--- src/rtl/if_fetch_unit.sv ---
// Instruction-fetch stage: owns the PC, drives a 1-cycle synchronous-read
// instruction memory and presents {PC+4, instruction} to the IF/ID register.
module if_fetch_unit #(
    parameter logic [31:0] RESET_PC    = 32'h0000_0000,
    parameter int unsigned IMEM_ADDR_W = 10
) (
    input  logic                   clk,
    input  logic                   rst,
    input  logic                   freeze_i,
    input  logic                   branch_taken_i,
    input  logic [31:0]            branch_address_i,
    output logic [IMEM_ADDR_W-1:0] imem_addr_o,
    output logic                   imem_en_o,
    input  logic [31:0]            imem_rdata_i,
    output logic [31:0]            pc_out_o,
    output logic [31:0]            instruction_out_o,
    output logic                   valid_out_o,
    output logic                   flush_out_o,
    output logic [31:0]            fetch_count_o
);

    localparam int unsigned WORD_W = 32;

    // FILL: no correct-path word on imem_rdata yet; RUN: one word per unfrozen cycle
    typedef enum logic {
        S_FILL = 1'b0,
        S_RUN  = 1'b1
    } state_e;

    state_e              state_q,       state_d;
    logic [WORD_W-1:0]   fetch_pc_q,    fetch_pc_d;
    logic [WORD_W-1:0]   resp_pc_q,     resp_pc_d;
    logic [WORD_W-1:0]   fetch_count_q, fetch_count_d;
    logic                unused_branch_lsbs;

    // State and PC registers; reset overrides freeze and redirect immediately
    always_ff @(posedge clk or posedge rst) begin
        if (rst) begin
            state_q       <= S_FILL;
            fetch_pc_q    <= RESET_PC;
            resp_pc_q     <= '0;
            fetch_count_q <= '0;
        end else begin
            state_q       <= state_d;
            fetch_pc_q    <= fetch_pc_d;
            resp_pc_q     <= resp_pc_d;
            fetch_count_q <= fetch_count_d;
        end
    end

    // Next state: redirect beats freeze, freeze holds everything, otherwise advance
    always_comb begin
        state_d       = state_q;
        fetch_pc_d    = fetch_pc_q;
        resp_pc_d     = resp_pc_q;
        fetch_count_d = fetch_count_q;

        if (branch_taken_i) begin
            // the word already in flight is wrong-path, so drop back to FILL
            fetch_pc_d = {branch_address_i[WORD_W-1:2], 2'b00};
            resp_pc_d  = '0;
            state_d    = S_FILL;
        end else if (!freeze_i) begin
            resp_pc_d  = fetch_pc_q;
            fetch_pc_d = fetch_pc_q + WORD_W'(4);
            state_d    = S_RUN;
        end

        // a delivered instruction is one that IF/ID actually latches
        if ((state_q == S_RUN) && !freeze_i && !branch_taken_i) begin
            fetch_count_d = fetch_count_q + WORD_W'(1);
        end
    end

    // Memory interface: holding the enable low during freeze keeps rdata stable
    always_comb begin
        imem_addr_o = fetch_pc_q[IMEM_ADDR_W+1:2];
        imem_en_o   = rst | ~freeze_i | branch_taken_i;
        flush_out_o = branch_taken_i;
    end

    // IF/ID payload: a bubble presents NOP with a zero PC
    always_comb begin
        valid_out_o       = (state_q == S_RUN);
        pc_out_o          = '0;
        instruction_out_o = '0;
        if (state_q == S_RUN) begin
            pc_out_o          = resp_pc_q + WORD_W'(4);
            instruction_out_o = imem_rdata_i;
        end
        fetch_count_o = fetch_count_q;
    end

    // target is word aligned, so the byte offset bits are deliberately dropped
    assign unused_branch_lsbs = ^branch_address_i[1:0];

endmodule

--- config.mk ---
export PLATFORM = sky130hd
export DESIGN_NAME = if_fetch_unit
export DESIGN_NICKNAME = d
export VERILOG_FILES = /design/src/rtl/if_fetch_unit.sv
export SDC_FILE = /design/constraint.sdc
export NUM_CORES = 1
export LEC_CHECK = 0
export ABC_AREA = 1
export BUFFER_PORTS_ARGS = -buffer_cell sky130_fd_sc_hd__buf_2
export CAP_MARGIN = 20
export CORE_MARGIN = 1.5
export CORE_UTILIZATION = 45
export CTS_BUF_LIST = sky130_fd_sc_hd__clkbuf_8
export CTS_CLUSTER_DIAMETER = 40
export DETAILED_ROUTE_END_ITERATION = 8
export GPL_TIMING_DRIVEN = 1
export MAX_ROUTING_LAYER = met4
export PLACE_DENSITY_LB_ADDON = 0.2
export SETUP_SLACK_MARGIN = 0.2
export SYNTH_ARGS = -nofsm -noshare
export SYNTH_HDL_FRONTEND = slang
export SYNTH_SLANG_ARGS = --single-unit
--- constraint.sdc ---
create_clock -name clk -period 2.88 [get_ports clk]
set_input_delay 0.144 -clock clk [delete_from_list [all_inputs] [get_ports clk]]
set_output_delay 0.144 -clock clk [all_outputs]
set_load 0.005 [all_outputs]
======== After elaboration in Yosys (flattened, before gate mapping) ========
Cells that the tools add are included.
word-level totals
  memory bits (writable) .................. 0
  logic and storage cells ................. 23
  memory bits (read-only) ................. 0
  memories ................................ 0
  bits in latches ......................... 0
  bits in registers ....................... 97
operators by class
  multiplexer cells ....................... 8
  shift-type cells ........................ 0
  $add $sub $neg .......................... 3
  div/mod/pow operators ................... 0
  order comparisons ....................... 0
  bitwise gates (word level) .............. 3
  $mul .................................... 0
  reductions and logical operators ........ 4
  eq/ne operators ......................... 1
operators by type and width
  cell                     number
  $mux W32                 6
  $add A32 B3 Y32 const B  2
  $add A32 B1 Y32 const B  1
  $logic_and A1 B1 Y1      2
  $logic_not A1 Y1         2
  $mux W1                  2
  $ne A2 B1 Y1 const B     1
  $or A1 B1 Y1             2
  $not A1 Y1               1

======== Longest topological paths before layout ========
Gate-level depths: netlist of the first run.
  depth in word-level cells ............... 3
  gate-level depth with buffers ........... 11

======== Worst setup path before layout of the first run ========
No wires, ideal clock.
  path type ............................... input -> output
  from .................................... in rst
  to ...................................... out imem_en_o
  cell stages on the path ................. 2
  required time ........................... 2.736 ns
  path buffers ............................ 0
  setup slack ............................. 0.432 ns
  arrival ................................. 2.304 ns
  path through ............................ inv_1 > nand2_1
on the way
  word-level cells in the longest chain between the ends .. 2
RTL lines
  what                        RTL line  text
  from (decl)                 8         input logic rst,
  $or A1 B1 Y1 (2 in series)  78        imem_en_o = rst | ~freeze_i | branch_taken_i;
  to (decl)                   13        output logic imem_en_o,
No other way between the ends.

======== Final worst setup path of the first run ========
  from .................................... reg resp_pc_q[3]
  to ...................................... out pc_out_o[20]
on the way
  word-level cells in the longest chain between the ends .. 2
RTL lines
  what                    RTL line  text
  from (decl)             32        logic [WORD_W-1:0] resp_pc_q, resp_pc_d;
  from (signal assigned)  46        resp_pc_q <= resp_pc_d;
  $add A32 B3 Y32         88        pc_out_o = resp_pc_q + WORD_W'(4);
  $mux W32                87        if (state_q == S_RUN) begin
  to (decl)               15        output logic [31:0] pc_out_o,
No other way between the ends.

==> results of run 1 <==
-- kinds of logic (layout without fill, tap and decap cells) --
logic type	Yosys count	in the layout	share of synthesized area, %
buffers and inverters	177	337	11.3
and+or+nand+nor	617	617	40.0
AOI/OAI and AO/OA	95	95	8.23
adders and majority gates	3	3	0.581
xor gates and xnor gates	26	26	3.52
DFF	94	94	36.4
-- flip-flops by register name, summed over array words and instances (netlist names) --
signal / cells
fetch_count_o: 32
resp_pc_q: 31
valid_out_o: 1
fetch_pc_q: 30
-- report_power, final --
| part | total (mW) | internal, mW | switching, mW |
|---|---|---|---|
| Clock | 0.985 | 0.496 | 0.489 |
| Combinational | 0.662 | 0.252 | 0.410 |
| Sequential | 1.61 | 1.44 | 0.166 |
-- metrics by stage --
| stage | instances | util [%] | hold WS, ns | instance area (um^2) | setup slack [ns] |
|---|---|---|---|---|---|
| floorplan | 1012 | - | 0.235 | 6460 | 0.268 |
| global placement | 1335 | 53.3 | 0.223 | 7420 | 1.01 |
| detailed placement | 1335 | 53.3 | 0.221 | 7420 | 0.962 |
| CTS | 1352 | 54.9 | 0.00948 | 7660 | 0.564 |
| global route | 1352 | 54.9 | 0.0421 | 7660 | 0.354 |
| finish | 1352 | 54.9 | 0.0167 | 7660 | 0.591 |
-- area by class of cell --
| type | instances | area [um^2] | area share (%) |
|---|---|---|---|
| clock inverter | 7 | 97.6 | 1.27 |
| tap | 180 | 225 | 2.94 |
| sequential | 94 | 2350 | 30.7 |
| inverter | 142 | 541 | 7.06 |
| multi-input combinational | 741 | 3380 | 44.2 |
| timing repair buffer | 179 | 936 | 12.2 |
| clock buffer | 9 | 124 | 1.62 |
-- path summary, 6_finish.rpt --
kind | startpoint | to | slack [ns] | cells past startpoint
max | resp_pc_q[3] | pc_out_o[20] | 0.59 | 12
min | branch_address_i[6] | fetch_pc_q[6] | 0.02 | 3
max reg2reg | fetch_pc_q[3] | fetch_pc_q[20] | 1.02 | 10
min reg2reg | resp_pc_q[1] | resp_pc_q[1] | 0.51 | 2
max in group asynchronous | rst | resp_pc_q[29] | 1.81 | 4
min in group asynchronous | rst | fetch_count_o[18] | 0.37 | 3
-- worst max-delay path, stage by stage (launching register included) --
cell and delay (ns):
dfrtp_1 0.44, ha_1 0.22, nand2_1 0.09, inv_1 0.09, nand3_2 0.13, inv_1 0.13, nand2_1 0.09, nor2_1 0.15
nand2_1 0.09, nand2_1 0.07, nand2_1 0.04, nor2_1 0.10, buf_2 0.13
-- cell usage after synthesis --
| library cell | n |
|---|---|
| o22ai_1 | 29 |
| o211ai_1 | 3 |
| a22o_1 | 1 |
| clkinv_4 | 1 |
| nand3_1 | 64 |
| xor2_1 | 17 |
| xnor2_1 | 9 |
| ha_1 | 3 |
| nand3_2 | 3 |
| nand2_1 | 369 |
| buf_4 | 12 |
| nand4_2 | 1 |
| clkbuf_1 | 15 |
| nor2_8 | 1 |
| o221a_2 | 1 |
| a211oi_1 | 1 |
| nor2_4 | 6 |
| dfrtp_1 | 94 |
| nand4_1 | 11 |
| buf_2 | 7 |
| nor2_1 | 137 |
| a21oi_1 | 15 |
| nand3b_1 | 2 |
| clkinv_1 | 1 |
| nand2_2 | 1 |
| o21ai_0 | 44 |
| nor3_1 | 13 |
| inv_2 | 4 |
| nand3_4 | 2 |
| nor2_2 | 7 |
| inv_1 | 136 |
| buf_6 | 1 |
| o21ai_1 | 1 |
-- per-layer routing --
layer	vias to the layer above	GRT usage (%)	routed length (um)
li1	3449	-	-
met1	3008	37.3	9100
met2	248	38.9	8420
met3	19	3.30	1240
met4	0	6.03	202
met5	-	-	0
-- what timing repair did --
item / CTS / global route
setup endpoints to repair: 0 / 0
endpoints found under the hold margin: 37 / 0
hold buffers: 1 / 0
setup buffers: 0 / 0
==> flow_summary_export.csv, run 1 <==
group,metric,value,unit
layout,fill_cells,1464,
layout,layout_common_cells,"nand2_1, buf_2, nor2_1",
timing,fin_crit_sh,79.5,%
run_status,status,"finished, final reports clean",
yosys,synth_cell_types,33,
yosys,syn_nets,1083,
placed_design,hpwl,14700,um
timing,rsz0062_at_grt,"false",
clock_network,clock_latency,0.37,ns
detailed_routing,ant_nets,0,
timing,drv_slew,0,
yosys,ys_warn_count,0,
detailed_routing,firstDrtPassIters,5,
worst_setup_path,cp.required,2.74,ns
layout,synthToLayoutAreaGrowth,18.4,%
clock_network,cts_tree,"built",
die,row_count,43,
timing,fin_tns_setup,0,ns
timing,finalSetupViolations,0,
yosys,synth.top_cell.area_share,36.4,%
detailed_routing,drt_iter0_drc,537,
detailed_routing,drt-total-wl,19000,um
grt,globalRoute.totalOverflow,0,
worst_setup_path,arrival,2.14,ns
timing,clock_skew,0.0130,ns
yosys,synth_area,6460,um^2
grt,grt_pass1_vias,5782,
layout,mostFrequentLayoutCell,"nand2_1",
grt,grt_max_degree,65,
die,die-area,15100,um^2
yosys,synthCells,1012,
timing,fmax,0.437,GHz
timing,hold_viol,0,
die,die_y,123,um
yosys,ys_seq_elements,94,
clock_network,numCtsBuffers,9,
die,start_util,46.4,%
yosys,netlist.top_cell.by_area,"dfrtp_1",
detailed_routing,routed_via_density,4.97,
clock_network,cts_max_level,3,
worst_setup_path,path_max_fanout,5,
yosys,postSynthAreaPerCell,6.39,um^2
clock_network,worst_setup_hold_path_clk_slew,0.10,ns
placed_design,io_buffers,174,
power,p_leak,4.14,nW
clock_network,postCtsResizedCells,0,
worst_setup_path,worstSetupPathType,"reg -> out",
clock_network,clockRootBuffer,"clkbuf_8",
power,worst_ir_drop_vdd,0.000439,V
timing,post-route-min-period,2.29,ns
die,die_x,123,um
layout,n_antenna_cell,0,
layout,final_nets,1238,
clock_network,cts_buffer_depth,2,
worst_setup_path,end_kind,"primary output",
grt,grt_pass1_wl,29400,um
layout,drive_gt1_share,18.9,%
placed_design,gp_congestion,0.934,
worst_hold_path,hold_class,"in -> reg",
worst_setup_path,start_kind,"register",
die,ios,177,
yosys,synth.area.top_cells,"dfrtp_1, nand2_1, nor2_1",
yosys,ys_seq_area_share,36.4,%
power,p_per_area,425,nW/um^2
detailed_routing,drc,0,
job,max_cap_viol_count,0,
timing,worst_pin_slew,1.03,ns
detailed_routing,vias,6724,
die,fp.coreArea,13900,um^2
power,power.total,3.25,mW
clock_network,cts_sinks,94,
grt,antenna_found_initial,0,
detailed_routing,routedWlPerCell,14.0,um
timing,relSlewSlack,31.2,%
grt,grt_usage,25.9,%
Note: power is estimated with default switching activity, not from simulation.
==> run 2: changes to the inputs <==
--- a/config.mk
+++ b/config.mk
@@ -5,7 +5,7 @@
 export SDC_FILE = /design/constraint.sdc
 export NUM_CORES = 1
 export LEC_CHECK = 0
-export ABC_AREA = 1
+export ABC_AREA = 0
 export BUFFER_PORTS_ARGS = -buffer_cell sky130_fd_sc_hd__buf_2
 export CAP_MARGIN = 20
 export CORE_MARGIN = 1.5
==> constraint.sdc (replaced) <==
create_clock -name clk -period 2.25 [get_ports clk]
set_input_delay 0.1125 -clock clk [delete_from_list [all_inputs] [get_ports clk]]
set_output_delay 0.1125 -clock clk [all_outputs]
set_load 0.005 [all_outputs]
==> run 2 against run 1 <==
  * The flow now finishes with violations (negative setup slack)
  * Total power is 16% higher
  * Worst hold slack improved by 0.015 ns
  * Largest power group unchanged
  * Clock power rose by 4%
  * Critical endpoint is now pc_out_o[28]
  * Final area decreased by 4.1%
  * Critical path depth shrank 6
  * First-iteration DRC count fell by 28%
  * Global-route usage decreased by 1.4 points
  * Flip-flop and latch count is the same
  * Routed wire length is 18% lower
==> flow_summary_export.csv, run 2 <==
group,metric,value,unit
run_status,status,"finished, violations left",
run_status,violations,"negative setup slack",
clock_network,cts_max_level,3,
timing,fmax,0.414,GHz
grt,grt_max_degree,95,
timing,finalSetupViolations,16,
clock_network,clockRootBuffer,"clkbuf_8",
power,power.share.sequential,52.1,%
die,die_y,113,um
power,internal_power,2.70,mW
detailed_routing,drt-total-wl,15500,um
worst_hold_path,hold_class,"in -> reg",
die,row_count,40,
die,die-area,12900,um^2
worst_setup_path,reg2reg_slack,0.14,ns
worst_setup_path,cp.required,2.14,ns
power,p_leak,3.43,nW
placed_design,io_buffers,174,
die,fp.coreArea,12000,um^2
placed_design,dpl_cell_area,6650,um^2
worst_setup_path,start_kind,"register",
grt,grt_pass1_wl,24400,um
placed_design,hpwl,10900,um
layout,mostFrequentLayoutCell,"buf_2",
detailed_routing,vias,5398,
grt,antenna_found_initial,0,
layout,synthToLayoutAreaGrowth,33.9,%
detailed_routing,dr.max_layer_used,"met4",
placed_design,pre_cts_ws,0.0482,ns
yosys,synth-async-reset-ratio,100,%
die,die_x,113,um
worst_setup_path,worstSetupPathType,"reg -> out",
layout,largest_reg_flops,32,
timing,holdWs,0.0313,ns
placed_design,gp_congestion,0.896,
worst_setup_path,r2r_cells,5,
die,ios,177,
detailed_routing,m1WireLength,6420,um
worst_hold_path,worst_hold_path.endpoint,"fetch_pc_q[21]",
yosys,synth_commonest_cells,"dfrtp_1, nor2_1, nand2_1, xnor2_1",
clock_network,worst_setup_hold_path_clk_slew,0.08,ns
layout,final_nets,908,
detailed_routing,routedWlPerCell,15.7,um
yosys,synth_edf_count,0,
yosys,synth_cell_types,42,
timing,relSlewSlack,57.4,%
yosys,ys.flop_type,"dfrtp_1",
worst_hold_path,hp-start,"branch_address_i[21]",
power,worst_ir_drop_vdd,0.000356,V
timing,fin_crit_sh,107,%
clock_network,numCtsBuffers,9,
power,clkPwrFrac,27.0,%
detailed_routing,met3_length,790,um
yosys,synth.area.top_cells,"dfrtp_1, xnor2_1, mux2i_1",
worst_setup_path,arrival,2.30,ns
layout,n_antenna_cell,0,
timing,hold_viol,0,
detailed_routing,drc,0,
layout,drive_gt1_share,33.3,%
placed_design,dpl.cell_count,930,
yosys,syn_nets,683,
job,max_cap_viol_count,0,
power,switching_share,28.7,%
grt,grt_usage,24.5,%
power,combinationalPowerShare,20.9,%
yosys,synth_area,5490,um^2
detailed_routing,drt_iter0_drc,389,
yosys,ys_seq_area_share,42.9,%
power,power.total,3.79,mW
clock_network,cts_buffer_depth,2,
grt,globalRoute.totalOverflow,0,
worst_setup_path,rr_startpoint,"fetch_pc_q[3]",
timing,worst_pin_slew,0.634,ns
layout,utilization,61.4,%
clock_network,clock_latency,0.35,ns
detailed_routing,ant_nets,0,
clock_network,cts_sinks,94,
yosys,ys_warn_count,0,
yosys,netlist.top_cell.by_area,"dfrtp_1",
clock_network,cts_tree,"built",
power,p_switching,1.09,mW
yosys,synthCells,612,
timing,fin_tns_setup,-1.70,ns
layout,layout_common_cells,"buf_2, dfrtp_1, nor2_1",
detailed_routing,routed-wl-met2,7860,um
worst_setup_path,reg2reg_to,"fetch_pc_q[27]",
power,p_per_area,515,nW/um^2
timing,rsz0062_at_grt,"true",
layout,fin_cells,987,
timing,post-route-min-period,2.42,ns
timing,setup_ws,-0.167,ns
yosys,ys_seq_elements,94,
yosys,postSynthAreaPerCell,8.96,um^2
yosys,synth.most_common_cell,"dfrtp_1",
yosys,synth.top_cell.area_share,42.9,%
detailed_routing,routed_via_density,5.47,
detailed_routing,firstDrtPassIters,5,
die,start_util,45.9,%
timing,drv_slew,0,
worst_hold_path,holdPathStages,3,
layout,fill_cells,1032,
timing,clock_skew,0.00881,ns
worst_setup_path,end_kind,"primary output",
grt,grt_pass1_vias,5093,
worst_setup_path,path_max_fanout,4,
layout,fin_area,7340,um^2
run 2: cell types whose count changed after synthesis, moves of 14 or more:
cell,previous run,this run
o22ai_1,29,0
xnor2_1,9,46
nor2_1,137,59
nand2_1,369,51
or4_1,0,17
or3_1,0,17
nor4_1,0,14
nand3_1,64,35
and2_1,0,35
inv_1,136,14
mux2i_1,0,29
run 2: cell families (layout without fill, tap and decap cells):
group                    after synthesis  count (layout)  share of synthesized area, %
buffers and inverters                 59             286                          4.93
AO/OA/AOI/OAI                         80              80                          8.44
flip-flops                            94              94                          42.9
adder cells (fa/ha/maj)                3               3                         0.684
multiplexers                          30              30                          5.50
XOR/XNOR                              56              56                          8.94
AND/OR/NAND/NOR                      290             291                          28.6
run 2: timing repair:
action / in CTS / in global routing
hold buffers: 22 / 0
endpoints found under the hold margin: 115 / 0
cloned: 1 / 1
resized for setup: 17 / 19
setup buffers: 7 / 12
pin swaps: 10 / 12
endpoints found under the setup margin: 26 / 31
run 2: worst max path at each step:
stage                    to    startpoint
2_1_floorplan  pc_out_o[24]  resp_pc_q[2]
3_5_place_dp   pc_out_o[28]  resp_pc_q[3]
4_1_cts        pc_out_o[31]  resp_pc_q[3]
5_1_grt        pc_out_o[31]  resp_pc_q[3]
3_3_place_gp   pc_out_o[28]  resp_pc_q[2]
6_report       pc_out_o[28]  resp_pc_q[3]
run 2: metal layers:
metal | GRT usage (%) | vias up
met5 | - | -
met4 | 8.08 | 0
met1 | 29.4 | 2546
met2 | 42.5 | 216
met3 | 3.51 | 33
li1 | - | 2603
run 2: power by group through the flow:
stage	Sequential, mW	Combinational (mW)	Clock [mW]
after floorplan	1.98	0.391	0
after global placement	1.99	0.681	0
after detailed placement	2.00	0.699	0
after CTS	1.96	0.748	1.06
after global routing	2.00	0.876	1.15
final	1.97	0.790	1.02
run 2: final cells by class:
type | count | area [um^2] | share of cell area [%]
multi-input combinational | 460 | 2990 | 40.7
sequential | 94 | 2360 | 32.1
timing repair buffer | 257 | 1590 | 21.6
tap | 147 | 184 | 2.50
clock buffer | 9 | 124 | 1.69
inverter | 15 | 60.1 | 0.818
clock inverter | 5 | 46.3 | 0.630
run 2: critical path, cell delays in order (launching register included):
cell and delay (ns):
dfrtp_1 0.41, ha_2 0.21, nand2_1 0.08, or4_4 0.48, or4_4 0.50, a21oi_2 0.15, buf_2 0.13
